==> config.mk <==
export PLATFORM = sky130hd
export DESIGN_NAME = mem_rr_arb
export DESIGN_NICKNAME = d
export VERILOG_FILES = /design/src/rtl/mem_arb_pkg.sv /design/src/rtl/mem_arb_id_fifo.sv /design/src/rtl/mem_rr_arb.sv
export SDC_FILE = /design/constraint.sdc
export NUM_CORES = 1
export LEC_CHECK = 0
export CAP_MARGIN = 15
export CORE_AREA = 3 3 121 123
export CTS_BUF_LIST = sky130_fd_sc_hd__clkbuf_2 sky130_fd_sc_hd__clkbuf_4 sky130_fd_sc_hd__clkbuf_8
export CTS_CLUSTER_DIAMETER = 40
export DETAILED_ROUTE_END_ITERATION = 16
export DIE_AREA = 0 0 124 126
export PLACE_DENSITY_LB_ADDON = 0.12
export SKIP_LAST_GASP = 1
export SLEW_MARGIN = 10
export SYNTH_ARGS = -nofsm -noshare
export SYNTH_HDL_FRONTEND = slang
export SYNTH_SLANG_ARGS = --single-unit
==> constraint.sdc <==
create_clock -name clk -period 2.9 [get_ports clk]
set_input_delay 0.435 -clock clk [delete_from_list [all_inputs] [get_ports clk]]
set_output_delay 0.435 -clock clk [all_outputs]
set_load 0.03 [all_outputs]
==> src/rtl/mem_arb_pkg.sv <==
// Shared helpers for the round-robin memory read arbiter.
package mem_arb_pkg;

    // Index width that never collapses to zero bits for tiny counts.
    function automatic int clog2_min1(input int n);
        return (n <= 2) ? 1 : $clog2(n);
    endfunction

endpackage

==> src/rtl/mem_arb_id_fifo.sv <==
// In-order FIFO of source IDs for accepted reads; its fill level is the
// number of reads in flight.
module mem_arb_id_fifo
    import mem_arb_pkg::*;
#(
    parameter int W     = 2,
    parameter int DEPTH = 4,
    parameter int CNT_W = $clog2(DEPTH + 1)
) (
    input  logic             clk,
    input  logic             rst,
    input  logic             i_push,
    input  logic [W-1:0]     i_din,
    input  logic             i_pop,
    output logic [W-1:0]     o_dout,
    output logic             o_full,
    output logic             o_empty,
    output logic [CNT_W-1:0] o_count
);

    localparam int IDX_W = clog2_min1(DEPTH);

    logic [CNT_W-1:0] r_wr_ptr;
    logic [CNT_W-1:0] r_rd_ptr;
    logic [W-1:0]     r_mem [DEPTH];
    logic [IDX_W-1:0] w_wr_idx;
    logic [IDX_W-1:0] w_rd_idx;
    logic             w_do_push;
    logic             w_do_pop;

    // Pointers carry one extra wrap bit, so the difference is the fill level.
    assign w_wr_idx  = IDX_W'(r_wr_ptr & CNT_W'(DEPTH - 1));
    assign w_rd_idx  = IDX_W'(r_rd_ptr & CNT_W'(DEPTH - 1));
    assign o_count   = r_wr_ptr - r_rd_ptr;
    assign o_full    = (o_count == CNT_W'(DEPTH));
    assign o_empty   = (o_count == '0);
    assign o_dout    = r_mem[w_rd_idx];
    assign w_do_push = i_push & ~o_full;
    assign w_do_pop  = i_pop & ~o_empty;

    always_ff @(posedge clk or posedge rst) begin
        if (rst) begin
            r_wr_ptr <= '0;
            r_rd_ptr <= '0;
        end else begin
            if (w_do_push) r_wr_ptr <= r_wr_ptr + 1'b1;
            if (w_do_pop)  r_rd_ptr <= r_rd_ptr + 1'b1;
        end
    end

    always_ff @(posedge clk) begin
        if (w_do_push) r_mem[w_wr_idx] <= i_din;
    end

endmodule

==> src/rtl/mem_rr_arb.sv <==
// Round-robin arbiter sharing one memory read port among NUM_SRC requesters,
// with in-order response routing through a source-ID FIFO.
module mem_rr_arb
    import mem_arb_pkg::*;
#(
    parameter  int NUM_SRC         = 4,
    parameter  int ADDR_W          = 32,
    parameter  int DATA_W          = 64,
    parameter  int MAX_OUTSTANDING = 4,
    localparam int CNT_W           = $clog2(MAX_OUTSTANDING + 1)
) (
    input  logic                      clk,
    input  logic                      rst,
    input  logic [NUM_SRC-1:0]        src_rd_req_val,
    input  logic [NUM_SRC*ADDR_W-1:0] src_rd_req_addr,
    output logic [NUM_SRC-1:0]        src_rd_req_rdy,
    output logic [NUM_SRC-1:0]        src_rd_resp_val,
    output logic [DATA_W-1:0]         src_rd_resp_data,
    input  logic [NUM_SRC-1:0]        src_rd_resp_rdy,
    output logic                      dst_rd_req_val,
    output logic [ADDR_W-1:0]         dst_rd_req_addr,
    input  logic                      dst_rd_req_rdy,
    input  logic                      dst_rd_resp_val,
    input  logic [DATA_W-1:0]         dst_rd_resp_data,
    output logic                      dst_rd_resp_rdy,
    output logic [CNT_W-1:0]          outstanding_cnt,
    output logic                      err_unexp_resp
);

    localparam int SRC_ID_W = clog2_min1(NUM_SRC);

    logic [SRC_ID_W-1:0] r_rr_ptr;
    logic                r_lock;
    logic [SRC_ID_W-1:0] r_lock_id;
    logic                r_err;

    logic [SRC_ID_W-1:0] w_grant_srch;
    logic                w_found;
    logic [SRC_ID_W-1:0] w_grant;
    logic [SRC_ID_W-1:0] w_rr_next;
    logic [SRC_ID_W-1:0] w_head;
    logic                w_full;
    logic                w_empty;
    logic                w_req_ok;
    logic                w_push;
    logic                w_pop;

    always_comb begin
        w_grant_srch = r_rr_ptr;
        w_found      = 1'b0;
        for (int k = 0; k < NUM_SRC; k++) begin
            if (!w_found && src_rd_req_val[(int'(r_rr_ptr) + k) % NUM_SRC]) begin
                w_grant_srch = SRC_ID_W'((int'(r_rr_ptr) + k) % NUM_SRC);
                w_found      = 1'b1;
            end
        end
    end

    // A stalled request keeps its grant so address and ID stay stable until accepted.
    assign w_grant   = r_lock ? r_lock_id : w_grant_srch;
    assign w_rr_next = (w_grant == SRC_ID_W'(NUM_SRC - 1)) ? '0 : w_grant + 1'b1;

    // Full uses the registered count only: no combinational resp->req path.
    assign w_req_ok        = ~rst & ~w_full;
    assign dst_rd_req_val  = (|src_rd_req_val) & w_req_ok;
    assign dst_rd_req_addr = src_rd_req_addr[w_grant*ADDR_W +: ADDR_W];
    assign w_push          = dst_rd_req_val & dst_rd_req_rdy;

    always_comb begin
        src_rd_req_rdy          = '0;
        src_rd_req_rdy[w_grant] = dst_rd_req_rdy & w_req_ok;
    end

    always_comb begin
        src_rd_resp_val = '0;
        if (!w_empty) src_rd_resp_val[w_head] = dst_rd_resp_val;
    end

    assign dst_rd_resp_rdy  = ~w_empty & src_rd_resp_rdy[w_head];
    assign src_rd_resp_data = dst_rd_resp_data;
    assign w_pop            = dst_rd_resp_val & dst_rd_resp_rdy;
    assign err_unexp_resp   = r_err;

    always_ff @(posedge clk or posedge rst) begin
        if (rst) begin
            r_rr_ptr  <= '0;
            r_lock    <= 1'b0;
            r_lock_id <= '0;
            r_err     <= 1'b0;
        end else begin
            if (w_push) begin
                r_rr_ptr <= w_rr_next;
                r_lock   <= 1'b0;
            end else if (dst_rd_req_val) begin
                r_lock    <= 1'b1;
                r_lock_id <= w_grant;
            end
            if (dst_rd_resp_val && w_empty) r_err <= 1'b1;
        end
    end

    mem_arb_id_fifo #(
        .W     (SRC_ID_W),
        .DEPTH (MAX_OUTSTANDING),
        .CNT_W (CNT_W)
    ) u_id_fifo (
        .clk     (clk),
        .rst     (rst),
        .i_push  (w_push),
        .i_din   (w_grant),
        .i_pop   (w_pop),
        .o_dout  (w_head),
        .o_full  (w_full),
        .o_empty (w_empty),
        .o_count (outstanding_cnt)
    );

endmodule

==> results.md <==
* Status: finished, violations left
* Failing checks: negative setup slack
* WP data required at 2.47 ns
* Worst setup SP type: register
* CP max FO at 2
* Die height at 126 um
* Detailed-route wire length at 10.6 mm
* # DRC at 0
* Worst r2r path cells at 9
* H-tree depth at 1
* Largest family of logic cells by synthesized area: multiplexers
* Post-route ant nets at 0
* Crit path capture type: output pin
* Leakage at 2.11 nW
* Avg Cell Area, Syn at 9.93 sq um
* Max cap viols at 0
* Clock Pin Slew Worst Setup and Hold Paths at 0.08 ns
* Seq/Total Area, Yosys at 0.195
* Clock skew at 0.0150 ns
* Final period utilization at 1.01
* Critical Path End: src_rd_req_rdy[0]
* Fin crit period at 2.92 ns
* Port Buf Inserts at 185
* Number of global-route vias before repair at 2722
* Top-Level Pins at 314
* Fraction of layout cells with a size suffix above 1 at 0.241
* ANT cells at 0
* First-pass GRT wire length at 15.2 mm
* Row count at 43
* Yosys reg bits at 20
* Post-synth EDFFs at 8
* First drt pass iteration count at 4
* Flop2flop setup slack at 0.23 ns
* Worst setup margin at -0.0226 ns
* Core Area at 0.0138 sq mm
* Max Clk Rate at 342 MHz
* 1st-iter DRT viols at 31
* Placer Congestion at 0.722
* Post-synthesis cell count at 279
* Reg2reg start: u_id_fifo.r_rd_ptr[0]
* Post-DP Area at 0.00447 sq mm
* Cell area after layout at 0.00478 sq mm
* Worst Hold Class: register to register
* Synth Area in Compound Gates at 0.0307
* CTS Buffer Depth at 2
* Fin Setup TNS at -0.0226 ns
* Pin count of the biggest net entering global routing at 31
* Post-Syn Area at 0.00277 sq mm
* Mux cell area share after synthesis at 0.397
* DIE AREA at 0.0156 sq mm
* Worst Tran Pin Value at 0.493 ns
* Power density over the cells at 1210 mW/mm^2
* Critical path type: register to output pin
* CTS Sinks at 20
* Slew headroom at 0.671
* Num CTS Buffers at 3
* CTS root buf: clkbuf_8
* CTS tree: done
* Synth async-reset ratio at 0.600
* Skew-Pair Late Insertion Delay at 0.26 ns
* Starting Density at 0.201
* # setup viols final at 1
* Post-synthesis to final-layout area growth at 72.4%
* Top cell type's share of synthesized area at 0.354
* Vias after detailed routing at 2490
* Worst hold slack at 0.475 ns
* Cell taking the most area after synthesis: mux2i_1
* Wire length per cell at 17.5 um
* Hold depth at 1
* RSZ-0062 raised after global routing: yes
* RR Endpoint: u_id_fifo.r_mem[0][1]
* Simple-gate share of the synthesized area at 0.0903
* Final nets at 640
* Worst EP arrival at 2.49 ns
* Max Slew Vio Count at 0
* Antenna violations before repair at 1
* Max IR drop VDD at 0.454 mV
* Die Span X at 124 um
* Syn nets at 491
* Gr ovfl total at 0
* Synth Flop Type: dfrtp_1
* Count of different cell masters after synthesis at 41
* Ranking of synthesized cells by area: mux2i_1 35%, buf_4 18%, dfrtp_1 11%
* Total GRT Usage at 0.126
* Post-Synth XOR/XNOR Area at 0.0217
* Critical path origin: u_id_fifo.r_rd_ptr[0]
* Adder-cell share of the synthesized area at 0.0388
* DP HPWL at 8.93 mm
* Via density at 4.10
* Final-report hold violation count at 0
* Number of synthesis warnings at 0
==> worst max-delay path, stage by stage (launching register included) <==
cell	delay, ns
dfrtp_1	0.42
ha_4	0.17
fa_2	0.33
xor3_2	0.26
buf_6	0.14
a31oi_4	0.20
nand2_2	0.10
or2_4	0.28
nor2_1	0.09
buf_4	0.12
buf_12	0.11
==> where the power goes <==
group / internal (mW) / switching (mW)
sequential: 0.424 / 0.0855
clock: 0.184 / 0.0909
combinational: 2.47 / 2.55
total: 3.08 / 2.73
==> metrics by stage <==
step | worst slack, ns | power [mW] | util | cells
CTS | -0.0671 | 5.58 | 0.335 | 599
global placement | -0.0424 | 5.17 | 0.325 | 590
floorplan | 0.144 | 3.55 | - | 279
finish | -0.0226 | 5.81 | 0.347 | 607
detailed placement | -0.0818 | 5.17 | 0.325 | 590
global route | -0.121 | 6.19 | 0.347 | 607
==> layout make-up <==
type,count,area (sq um)
tap,180,225
sequential,20,541
fill,1477,8990
clock inverter,1,30.0
inverter,8,30.0
multi-input combinational,175,1690
clock buffer,3,41.3
timing repair buffer,220,2220
==> cells by family after synthesis <==
| kind of cell | count (synthesis) |
|---|---|
| AOI/OAI and AO/OA | 10 |
| adders and majority gates | 8 |
| and+or+nand+nor | 45 |
| xor gates and xnor gates | 5 |
| DFF | 20 |
| buffers and inverters | 85 |
| muxes | 106 |
==> placed cells by master (no fill, tap or decap), drive strengths merged, types with 3 or more instances in the layout <==
| master | n |
|---|---|
| dlygate4sd2 | 5 |
| and2 | 6 |
| nor2 | 10 |
| mux2i | 99 |
| inv | 8 |
| xnor2 | 3 |
| edfxtp | 8 |
| nand2 | 9 |
| dlymetal6s2s | 4 |
| ha | 7 |
| nor2b | 5 |
| mux2 | 5 |
| buf | 69 |
| dfrtp | 12 |
| o21ai | 3 |
| a41o | 3 |
| clkbuf | 6 |
| and3 | 3 |
| clkdlybuf4s50 | 139 |
==> flip-flops by register name, indices dropped and copies added, names as in the netlist <==
name,cells
err_unexp_resp,1
r_lock,1
r_lock_id,2
r_rr_ptr,2
u_id_fifo.r_mem,8
u_id_fifo.r_rd_ptr,3
u_id_fifo.r_wr_ptr,3
==> per-layer routing <==
metal / vias to the layer above / GRT usage / part of all wire
li1: 1217 / - / -
met1: 1131 / 0.126 / 0.35
met2: 128 / 0.230 / 0.52
met3: 12 / 0.0745 / 0.13
met4: 2 / 0.0168 / 0.0056
met5: - / 0 / 0.0012
==> timing repair <==
action / 4_1_cts / 5_1_grt
hold buffers: 0 / 0
pin swaps: 4 / 4
setup endpoints to repair: 37 / 34
setup buffers: 4 / 5
gates resized for setup: 15 / 13
cloned: 1 / 3
==> synthesized netlist by cell type (3+ instances only) <==
library cell and instances:
and2_1 5, nor2_1 10, ha_1 7, inv_1 8, buf_4 65, xnor2_1 3
and3_1 3, nor2b_1 5, buf_2 3, buf_6 8, mux2_2 3, mux2i_1 98
edfxtp_1 8, dfrtp_1 12, nand2_1 8
==> worst min path at each step <==
stage | startpoint | end
floorplan | rst | err_unexp_resp
global placement | err_unexp_resp | err_unexp_resp
detailed placement | err_unexp_resp | err_unexp_resp
CTS | err_unexp_resp | err_unexp_resp
global route | err_unexp_resp | err_unexp_resp
finish | err_unexp_resp | err_unexp_resp
No activity file was read; power rests on OpenSTA's default activity.
